$ cat src/rtl/scr1_imem_arb2_pkg.sv
// Shared imem protocol encodings and arbiter state type.
package scr1_memif_pkg;

  typedef enum logic [1:0] {
    RESP_IDLE  = 2'b00,
    RESP_OKAY  = 2'b01,
    RESP_ERROR = 2'b10
  } resp_e;

  typedef enum logic {
    CMD_RD = 1'b0,
    CMD_WR = 1'b1
  } cmd_e;

  typedef enum logic {
    ST_ARB  = 1'b0,
    ST_HOLD = 1'b1
  } arb_state_e;

endpackage

$ cat src/rtl/scr1_imem_arb2_if.sv
// One imem-protocol link: req/req_ack request phase plus in-order resp/rdata.
interface scr1_imem_arb2_if #(
  parameter int ADDR_W = 32,
  parameter int DATA_W = 32
);
  logic              req;
  logic              cmd;
  logic [ADDR_W-1:0] addr;
  logic              req_ack;
  logic [DATA_W-1:0] rdata;
  logic [1:0]        resp;

  modport master (output req, cmd, addr, input  req_ack, rdata, resp);
  modport slave  (input  req, cmd, addr, output req_ack, rdata, resp);
endinterface

$ cat src/rtl/scr1_arb_id_fifo.sv
// Master-ID FIFO for outstanding imem transactions; push/pop take effect on the clock edge.
// Caller never pushes when full nor pops when empty; count is the live occupancy.
module scr1_arb_id_fifo #(
  parameter int DEPTH = 2
) (
  input  logic                       clk,
  input  logic                       rst,
  input  logic                       push,
  input  logic                       push_id,
  input  logic                       pop,
  output logic                       head_id,
  output logic                       full,
  output logic                       empty,
  output logic [$clog2(DEPTH+1)-1:0] count
);
  localparam int PTR_W = (DEPTH > 1) ? $clog2(DEPTH) : 1;
  localparam int CNT_W = $clog2(DEPTH + 1);

  logic [DEPTH-1:0] mem;
  logic [PTR_W-1:0] wr_ptr;
  logic [PTR_W-1:0] rd_ptr;

  function automatic logic [PTR_W-1:0] ptr_inc(input logic [PTR_W-1:0] p);
    return (p == PTR_W'(DEPTH - 1)) ? '0 : p + PTR_W'(1);
  endfunction

  always_ff @(posedge clk or posedge rst) begin
    if (rst) begin
      wr_ptr <= '0;
      rd_ptr <= '0;
      count  <= '0;
    end else begin
      if (push) wr_ptr <= ptr_inc(wr_ptr);
      if (pop)  rd_ptr <= ptr_inc(rd_ptr);
      if (push && !pop)      count <= count + CNT_W'(1);
      else if (!push && pop) count <= count - CNT_W'(1);
    end
  end

  always_ff @(posedge clk or posedge rst) begin
    if (rst)       mem <= '0;
    else if (push) mem[wr_ptr] <= push_id;
  end

  assign head_id = mem[rd_ptr];
  assign full    = (count == CNT_W'(DEPTH));
  assign empty   = (count == '0);
endmodule

$ cat src/rtl/scr1_imem_arb2.sv
// Round-robin arbiter of two imem masters onto one router port; request and response paths are combinational.
// A stalled request freezes the grant until acked; requests are withheld while OUTST_DEPTH transactions are outstanding.
module scr1_imem_arb2
  import scr1_memif_pkg::*;
#(
  parameter int OUTST_DEPTH = 2,
  parameter int ADDR_W      = 32,
  parameter int DATA_W      = 32
) (
  input  logic                             clk,
  input  logic                             rst,
  scr1_imem_arb2_if.slave                  m0,
  scr1_imem_arb2_if.slave                  m1,
  scr1_imem_arb2_if.master                 s,
  output logic [$clog2(OUTST_DEPTH+1)-1:0] outst_cnt,
  output logic                             err_unexp_resp
);
  arb_state_e        state;
  arb_state_e        state_nxt;
  logic              hold_id;
  logic              last_grant;
  logic              grant;
  logic              grant_vld;
  logic              s_req_w;
  logic [ADDR_W-1:0] s_addr_w;
  logic [DATA_W-1:0] m0_rdata_w;
  logic [DATA_W-1:0] m1_rdata_w;
  logic              push;
  logic              pop;
  logic              resp_vld;
  logic              fifo_full;
  logic              fifo_empty;
  logic              head_id;

  always_ff @(posedge clk or posedge rst) begin
    if (rst) state <= ST_ARB;
    else     state <= state_nxt;
  end

  always_comb begin
    state_nxt = state;
    grant     = 1'b0;
    grant_vld = 1'b0;
    case (state)
      ST_ARB: begin
        if (m0.req && m1.req) begin
          grant     = ~last_grant;
          grant_vld = 1'b1;
        end else if (m0.req) begin
          grant_vld = 1'b1;
        end else if (m1.req) begin
          grant     = 1'b1;
          grant_vld = 1'b1;
        end
      end
      ST_HOLD: begin
        grant     = hold_id;
        grant_vld = hold_id ? m1.req : m0.req;
      end
      default: ;
    endcase

    // Reset gating keeps the router quiet even though the FIFO reads as empty.
    s_req_w = grant_vld & ~fifo_full & ~rst;
    if (state == ST_ARB && s_req_w && !s.req_ack) state_nxt = ST_HOLD;
    if (state == ST_HOLD && s_req_w && s.req_ack) state_nxt = ST_ARB;

    s_addr_w  = '0;
    s.cmd     = CMD_RD;
    if (grant_vld) begin
      s_addr_w = grant ? m1.addr : m0.addr;
      s.cmd    = grant ? m1.cmd  : m0.cmd;
    end
    s.req      = s_req_w;
    s.addr     = s_addr_w;
    push       = s_req_w & s.req_ack;
    m0.req_ack = push & ~grant;
    m1.req_ack = push & grant;

    resp_vld   = (s.resp != RESP_IDLE);
    pop        = resp_vld & ~fifo_empty & ~rst;
    m0.resp    = RESP_IDLE;
    m1.resp    = RESP_IDLE;
    m0_rdata_w = '0;
    m1_rdata_w = '0;
    if (pop && !head_id) begin
      m0.resp    = s.resp;
      m0_rdata_w = s.rdata;
    end
    if (pop && head_id) begin
      m1.resp    = s.resp;
      m1_rdata_w = s.rdata;
    end
    m0.rdata = m0_rdata_w;
    m1.rdata = m1_rdata_w;
  end

  always_ff @(posedge clk or posedge rst) begin
    if (rst) begin
      hold_id        <= 1'b0;
      last_grant     <= 1'b1;
      err_unexp_resp <= 1'b0;
    end else begin
      if (state == ST_ARB && state_nxt == ST_HOLD) hold_id <= grant;
      if (push) last_grant <= grant;
      if (resp_vld && fifo_empty) err_unexp_resp <= 1'b1;
    end
  end

  scr1_arb_id_fifo #(.DEPTH(OUTST_DEPTH)) u_id_fifo (
    .clk     (clk),
    .rst     (rst),
    .push    (push),
    .push_id (grant),
    .pop     (pop),
    .head_id (head_id),
    .full    (fifo_full),
    .empty   (fifo_empty),
    .count   (outst_cnt)
  );
endmodule

$ cat src/flat_wrapper.sv
// flat-port wrapper written by rule: the top's interface ports become plain ports
module scr1_imem_arb2_flat import scr1_memif_pkg::*;
#(
  parameter int OUTST_DEPTH = 2,
  parameter int ADDR_W      = 32,
  parameter int DATA_W      = 32
)
  (clk, rst, outst_cnt, err_unexp_resp, m0_req, m0_cmd, m0_addr, m0_req_ack, m0_rdata, m0_resp, m1_req, m1_cmd, m1_addr, m1_req_ack, m1_rdata, m1_resp, s_req, s_cmd, s_addr, s_req_ack, s_rdata, s_resp);
  scr1_imem_arb2_if #(.ADDR_W(ADDR_W), .DATA_W(DATA_W)) m0_i ();
  scr1_imem_arb2_if #(.ADDR_W(ADDR_W), .DATA_W(DATA_W)) m1_i ();
  scr1_imem_arb2_if #(.ADDR_W(ADDR_W), .DATA_W(DATA_W)) s_i ();
  input  logic clk;
  input  logic rst;
  output logic [$clog2(OUTST_DEPTH+1)-1:0] outst_cnt;
  output logic err_unexp_resp;
  input wire logic [$bits(m0_i.req)-1:0] m0_req;
  input wire logic [$bits(m0_i.cmd)-1:0] m0_cmd;
  input wire logic [$bits(m0_i.addr)-1:0] m0_addr;
  output wire logic [$bits(m0_i.req_ack)-1:0] m0_req_ack;
  output wire logic [$bits(m0_i.rdata)-1:0] m0_rdata;
  output wire logic [$bits(m0_i.resp)-1:0] m0_resp;
  input wire logic [$bits(m1_i.req)-1:0] m1_req;
  input wire logic [$bits(m1_i.cmd)-1:0] m1_cmd;
  input wire logic [$bits(m1_i.addr)-1:0] m1_addr;
  output wire logic [$bits(m1_i.req_ack)-1:0] m1_req_ack;
  output wire logic [$bits(m1_i.rdata)-1:0] m1_rdata;
  output wire logic [$bits(m1_i.resp)-1:0] m1_resp;
  output wire logic [$bits(s_i.req)-1:0] s_req;
  output wire logic [$bits(s_i.cmd)-1:0] s_cmd;
  output wire logic [$bits(s_i.addr)-1:0] s_addr;
  input wire logic [$bits(s_i.req_ack)-1:0] s_req_ack;
  input wire logic [$bits(s_i.rdata)-1:0] s_rdata;
  input wire logic [$bits(s_i.resp)-1:0] s_resp;
  assign m0_i.req = m0_req;
  assign m0_i.cmd = m0_cmd;
  assign m0_i.addr = m0_addr;
  assign m0_req_ack = m0_i.req_ack;
  assign m0_rdata = m0_i.rdata;
  assign m0_resp = m0_i.resp;
  assign m1_i.req = m1_req;
  assign m1_i.cmd = m1_cmd;
  assign m1_i.addr = m1_addr;
  assign m1_req_ack = m1_i.req_ack;
  assign m1_rdata = m1_i.rdata;
  assign m1_resp = m1_i.resp;
  assign s_req = s_i.req;
  assign s_cmd = s_i.cmd;
  assign s_addr = s_i.addr;
  assign s_i.req_ack = s_req_ack;
  assign s_i.rdata = s_rdata;
  assign s_i.resp = s_resp;
  scr1_imem_arb2 #(.OUTST_DEPTH(OUTST_DEPTH), .ADDR_W(ADDR_W), .DATA_W(DATA_W)) u_core (.clk(clk), .rst(rst), .m0(m0_i), .m1(m1_i), .s(s_i), .outst_cnt(outst_cnt), .err_unexp_resp(err_unexp_resp));
endmodule
$ cat config.mk
export PLATFORM = sky130hd
export DESIGN_NAME = scr1_imem_arb2_flat
export DESIGN_NICKNAME = d
export VERILOG_FILES = /design/src/rtl/scr1_imem_arb2_pkg.sv /design/src/rtl/scr1_imem_arb2_if.sv /design/src/rtl/scr1_arb_id_fifo.sv /design/src/rtl/scr1_imem_arb2.sv /design/src/flat_wrapper.sv
export SDC_FILE = /design/constraint.sdc
export NUM_CORES = 1
export LEC_CHECK = 0
export BUFFER_PORTS_ARGS = -buffer_cell sky130_fd_sc_hd__buf_4
export CORE_AREA = 2 2 83 85
export CTS_BUF_LIST = sky130_fd_sc_hd__clkbuf_4
export DETAILED_ROUTE_END_ITERATION = 16
export DIE_AREA = 0 0 85 87
export SLEW_MARGIN = 20
export SYNTH_ARGS = -nofsm -noshare
export SYNTH_HDL_FRONTEND = slang
export SYNTH_HIERARCHICAL = 1
export SYNTH_SLANG_ARGS = --single-unit
$ cat constraint.sdc
create_clock -name clk -period 5.4 [get_ports clk]
set_input_delay 0.54 -clock clk [delete_from_list [all_inputs] [get_ports clk]]
set_output_delay 0.54 -clock clk [all_outputs]
set_load 0.005 [all_outputs]
==> metrics.md <==
| Metric | Value |
|---|---|
| Status | `finished clean` |
| Post-route ant nets | `0` |
| Buffers and inverters on the worst path | `2` |
| DP HPWL | `between 5000 and 6000 um` |
| Cell mode on critical path | `buf_4` |
| Max cap viols | `0` |
| Post-Route WL | `6410 um` |
| VDD IR max | `about 180 uV` |
| Largest net degree at the start of global routing | `36` |
| Largest family of logic cells by synthesized area | `simple AND/OR/NAND/NOR gates` |
| Critical Path RT | `between 4 and 5 ns` |
| Layout area overhead | `112%` |
| Layout cells sized above 1 | `0.571` |
| Hold Path Class | `in2async` |
| # H-tree levels | `1` |
| Setup_tns | `0 ns` |
| DR vias/cell | `4.37` |
| Initial Utilization | `0.228` |
| Clock-pin slew on the worst setup and hold paths | `roughly 0.060 ns` |
| Area contributors post-synth | `mux2i_1 23%, dfrtp_1 15%, and2_1 14%` |
| Placed Cells | `478` |
| Drt initial violations | `between 40 and 50` |
| CP max stage cell | `dfstp_2` |
| Cell area power density | `between 300 and 400 nW/um2` |
| Die height | `slightly below 90 um` |
| Synth Cell Area | `~1500 um2` |
| Post-synthesis compound-gate area fraction | `0.0167` |
| Overall power | `roughly 1.1 mW` |
| Share of the synthesized area in the top cell type | `0.228` |
| Setup WS pre-CTS | `between 2 and 3 ns` |
| Max-slew headroom | `0.379` |
| Synth area leader | `mux2i_1` |
| Total setup buffers inserted after CTS | `0` |
| Fraction of registers with async set/reset | `1.00` |
| Maximum clock rate | `351 MHz` |
| Clock Latency Late Sink | `~0.26 ns` |
| CP Max Fanout | `25` |
| Worst-margin pin slew | `0.927 ns` |
| Root Buffer | `clkbuf_4` |
| CP top delay family | `multiplexers` |
| Most frequent cell after synthesis | `nor2_1` |
| Routability Congestion | `approximately 0.8` |
| Synth cell count leaders | `40 x nor2_1, 34 x and2_1, 34 x and3_1, 34 x mux2i_1, 12 x clkbuf_1` |
| Mux contribution to synthesized area | `0.280` |
| Core Footprint | `roughly 6600 um2` |
| Sequential-to-total area share from yosys stat | `0.168` |
| Post-CTS Hold Buffers | `0` |
| Worst setup path category | `reg2out` |
| Die Width | `roughly 85 um` |
| CTS tree | `done` |
| Sink Count | `10` |
| Core Rows | `30` |
| IO Count | `~210` |
| Gate count after technology mapping | `199` |
| Synth unique cells | `25` |
| Final Setup Violations | `0` |
| Routed WL per cell | `between 10 and 15 um` |
| Most used flip-flop cell after synthesis | `dfrtp_1` |
| Avg Inst Size Synth | `7.51 um2` |
| Vias in the first global route | `around 1.9k` |
| Crit path arrival time | `roughly 2.3 ns` |
| Net count after synthesis | `between 300 and 400` |
| Worst stage delay on the critical path | `approximately 0.53 ns` |
| Register bit total from synthesis | `10` |
| Max-slew violations | `0` |
| Non-filler instance count after layout | `483` |
| Adder-Cell Fraction of Synth Area | `0.00837` |
| Static leakage | `between 1.5 and 2 nW` |
| CP startpoint kind | `register` |
| Post_cts resized | `0` |
| Clock buffer count from CTS | `3` |
| First-pass GRT wire length | `9560 um` |
| Drt drc | `0` |
| DR pass1 iterations | `4` |
| Grt total ovfl | `0` |
| Gr usage total | `0.157` |
| Worst Skew | `0.00476 ns` |
| Final net count | `510` |
| Critical path endpoint category | `primary output` |
| N_diodes | `0` |
| # port buffers | `between 200 and 250` |
| Antenna violations before repair | `0` |
| Part of the cycle the worst path needs | `0.527` |
| Number of flops mapped to enable cells by yosys | `0` |
| Yosys Warn Count | `6` |
| Die ar. | `approximately 7400 um2` |
| Crit-path cells | `a21boi_1, mux2i_4, buf_4, mux2i_1, nor2_1, buf_4` |
| XOR/XNOR Fraction of Synth Area | `0.0293` |
| Vias | `between 2k and 2.5k` |
| PnR worst setup slack | `around 2.6 ns` |
| Final hold violations | `0` |
| Min Tclk post-route | `approximately 2.8 ns` |
| Clk buf depth | `2` |
| Simple-gate share of the synthesized area | `0.432` |
| RSZ-0062 raised after global routing | `no` |
## cell families (layout without fill, tap and decap cells)
logic type               Yosys count  count (layout)
AND/OR/NAND/NOR                  119             119
multiplexers                      40              40
buffers and inverters             20             224
flip-flops                        10              10
XOR/XNOR                           5               5
AO/OA/AOI/OAI                      4               4
adder cells (fa/ha/maj)            1               1
## registers in the layout (all words and copies together) (netlist names)
register                 flops
u_core/err_unexp_resp        1
u_core/hold_id               1
u_core/last_grant            1
u_core/state                 1
u_core/u_id_fifo/count       2
u_core/u_id_fifo/mem         2
u_core/u_id_fifo/rd_ptr      1
u_core/u_id_fifo/wr_ptr      1
## where the power goes
part           total, mW  internal, mW  switching (mW)
Clock             0.0582        0.0335          0.0246
Sequential         0.145         0.112          0.0335
Combinational      0.892         0.489           0.403
Total               1.10         0.634           0.461
## through the flow
stage          cell area [um2]  hold WS [ns]  utilization
2_1_floorplan             1500         0.305            -
3_3_place_gp              3140         0.458        0.477
3_5_place_dp              3140         0.468        0.477
4_1_cts                   3170         0.202        0.482
5_1_grt                   3180         0.211        0.484
6_report                  3180         0.205        0.484
## worst paths after layout
check	to	startpoint	slack, ns	cells past startpoint
min in group clk	u_core/u_id_fifo/rd_ptr	u_core/u_id_fifo/rd_ptr	0.48	1
hold reg to reg	u_core/u_id_fifo/rd_ptr	u_core/u_id_fifo/rd_ptr	0.48	1
max in group asynchronous	u_core/u_id_fifo/rd_ptr	rst	4.96	2
setup reg to reg	u_core/u_id_fifo/count[1]	u_core/u_id_fifo/count[0]	3.20	6
hold / removal	u_core/err_unexp_resp	rst	0.20	2
setup / recovery	s_addr[31]	u_core/last_grant	2.55	6
## metal layers
layer	vias to the layer above	global-route usage	part of all wire
li1	1076	-	-
met1	933	0.174	0.37
met2	92	0.297	0.53
met3	10	0.0493	0.086
met4	0	0.0245	0.012
met5	-	0	0
## cells in the final DEF (no fill, tap or decap)
cell	n
mux2i_4	1
nor4_4	1
a21boi_1	1
mux2i_1	34
ha_1	1
nor3_2	1
buf_6	1
and2_1	34
dfstp_2	1
clkbuf_4	4
nand2b_1	2
o21ai_0	1
nor2_1	40
o21ai_2	1
o21a_1	1
xnor2_1	1
buf_4	214
nand2_1	3
nor3_1	2
and2b_2	1
dfrtp_1	9
nand3_1	1
mux2_2	5
inv_1	5
and3_1	34
xor2_1	4
## area by class of cell
cell class,count,area [um2]
multi-input combinational,169,1160
timing repair buffer,215,1620
clock buffer,4,30.0
inverter,5,18.8
tap,80,100
sequential,10,251
fill,678,3390
Note: power is estimated with default switching activity, not from simulation.
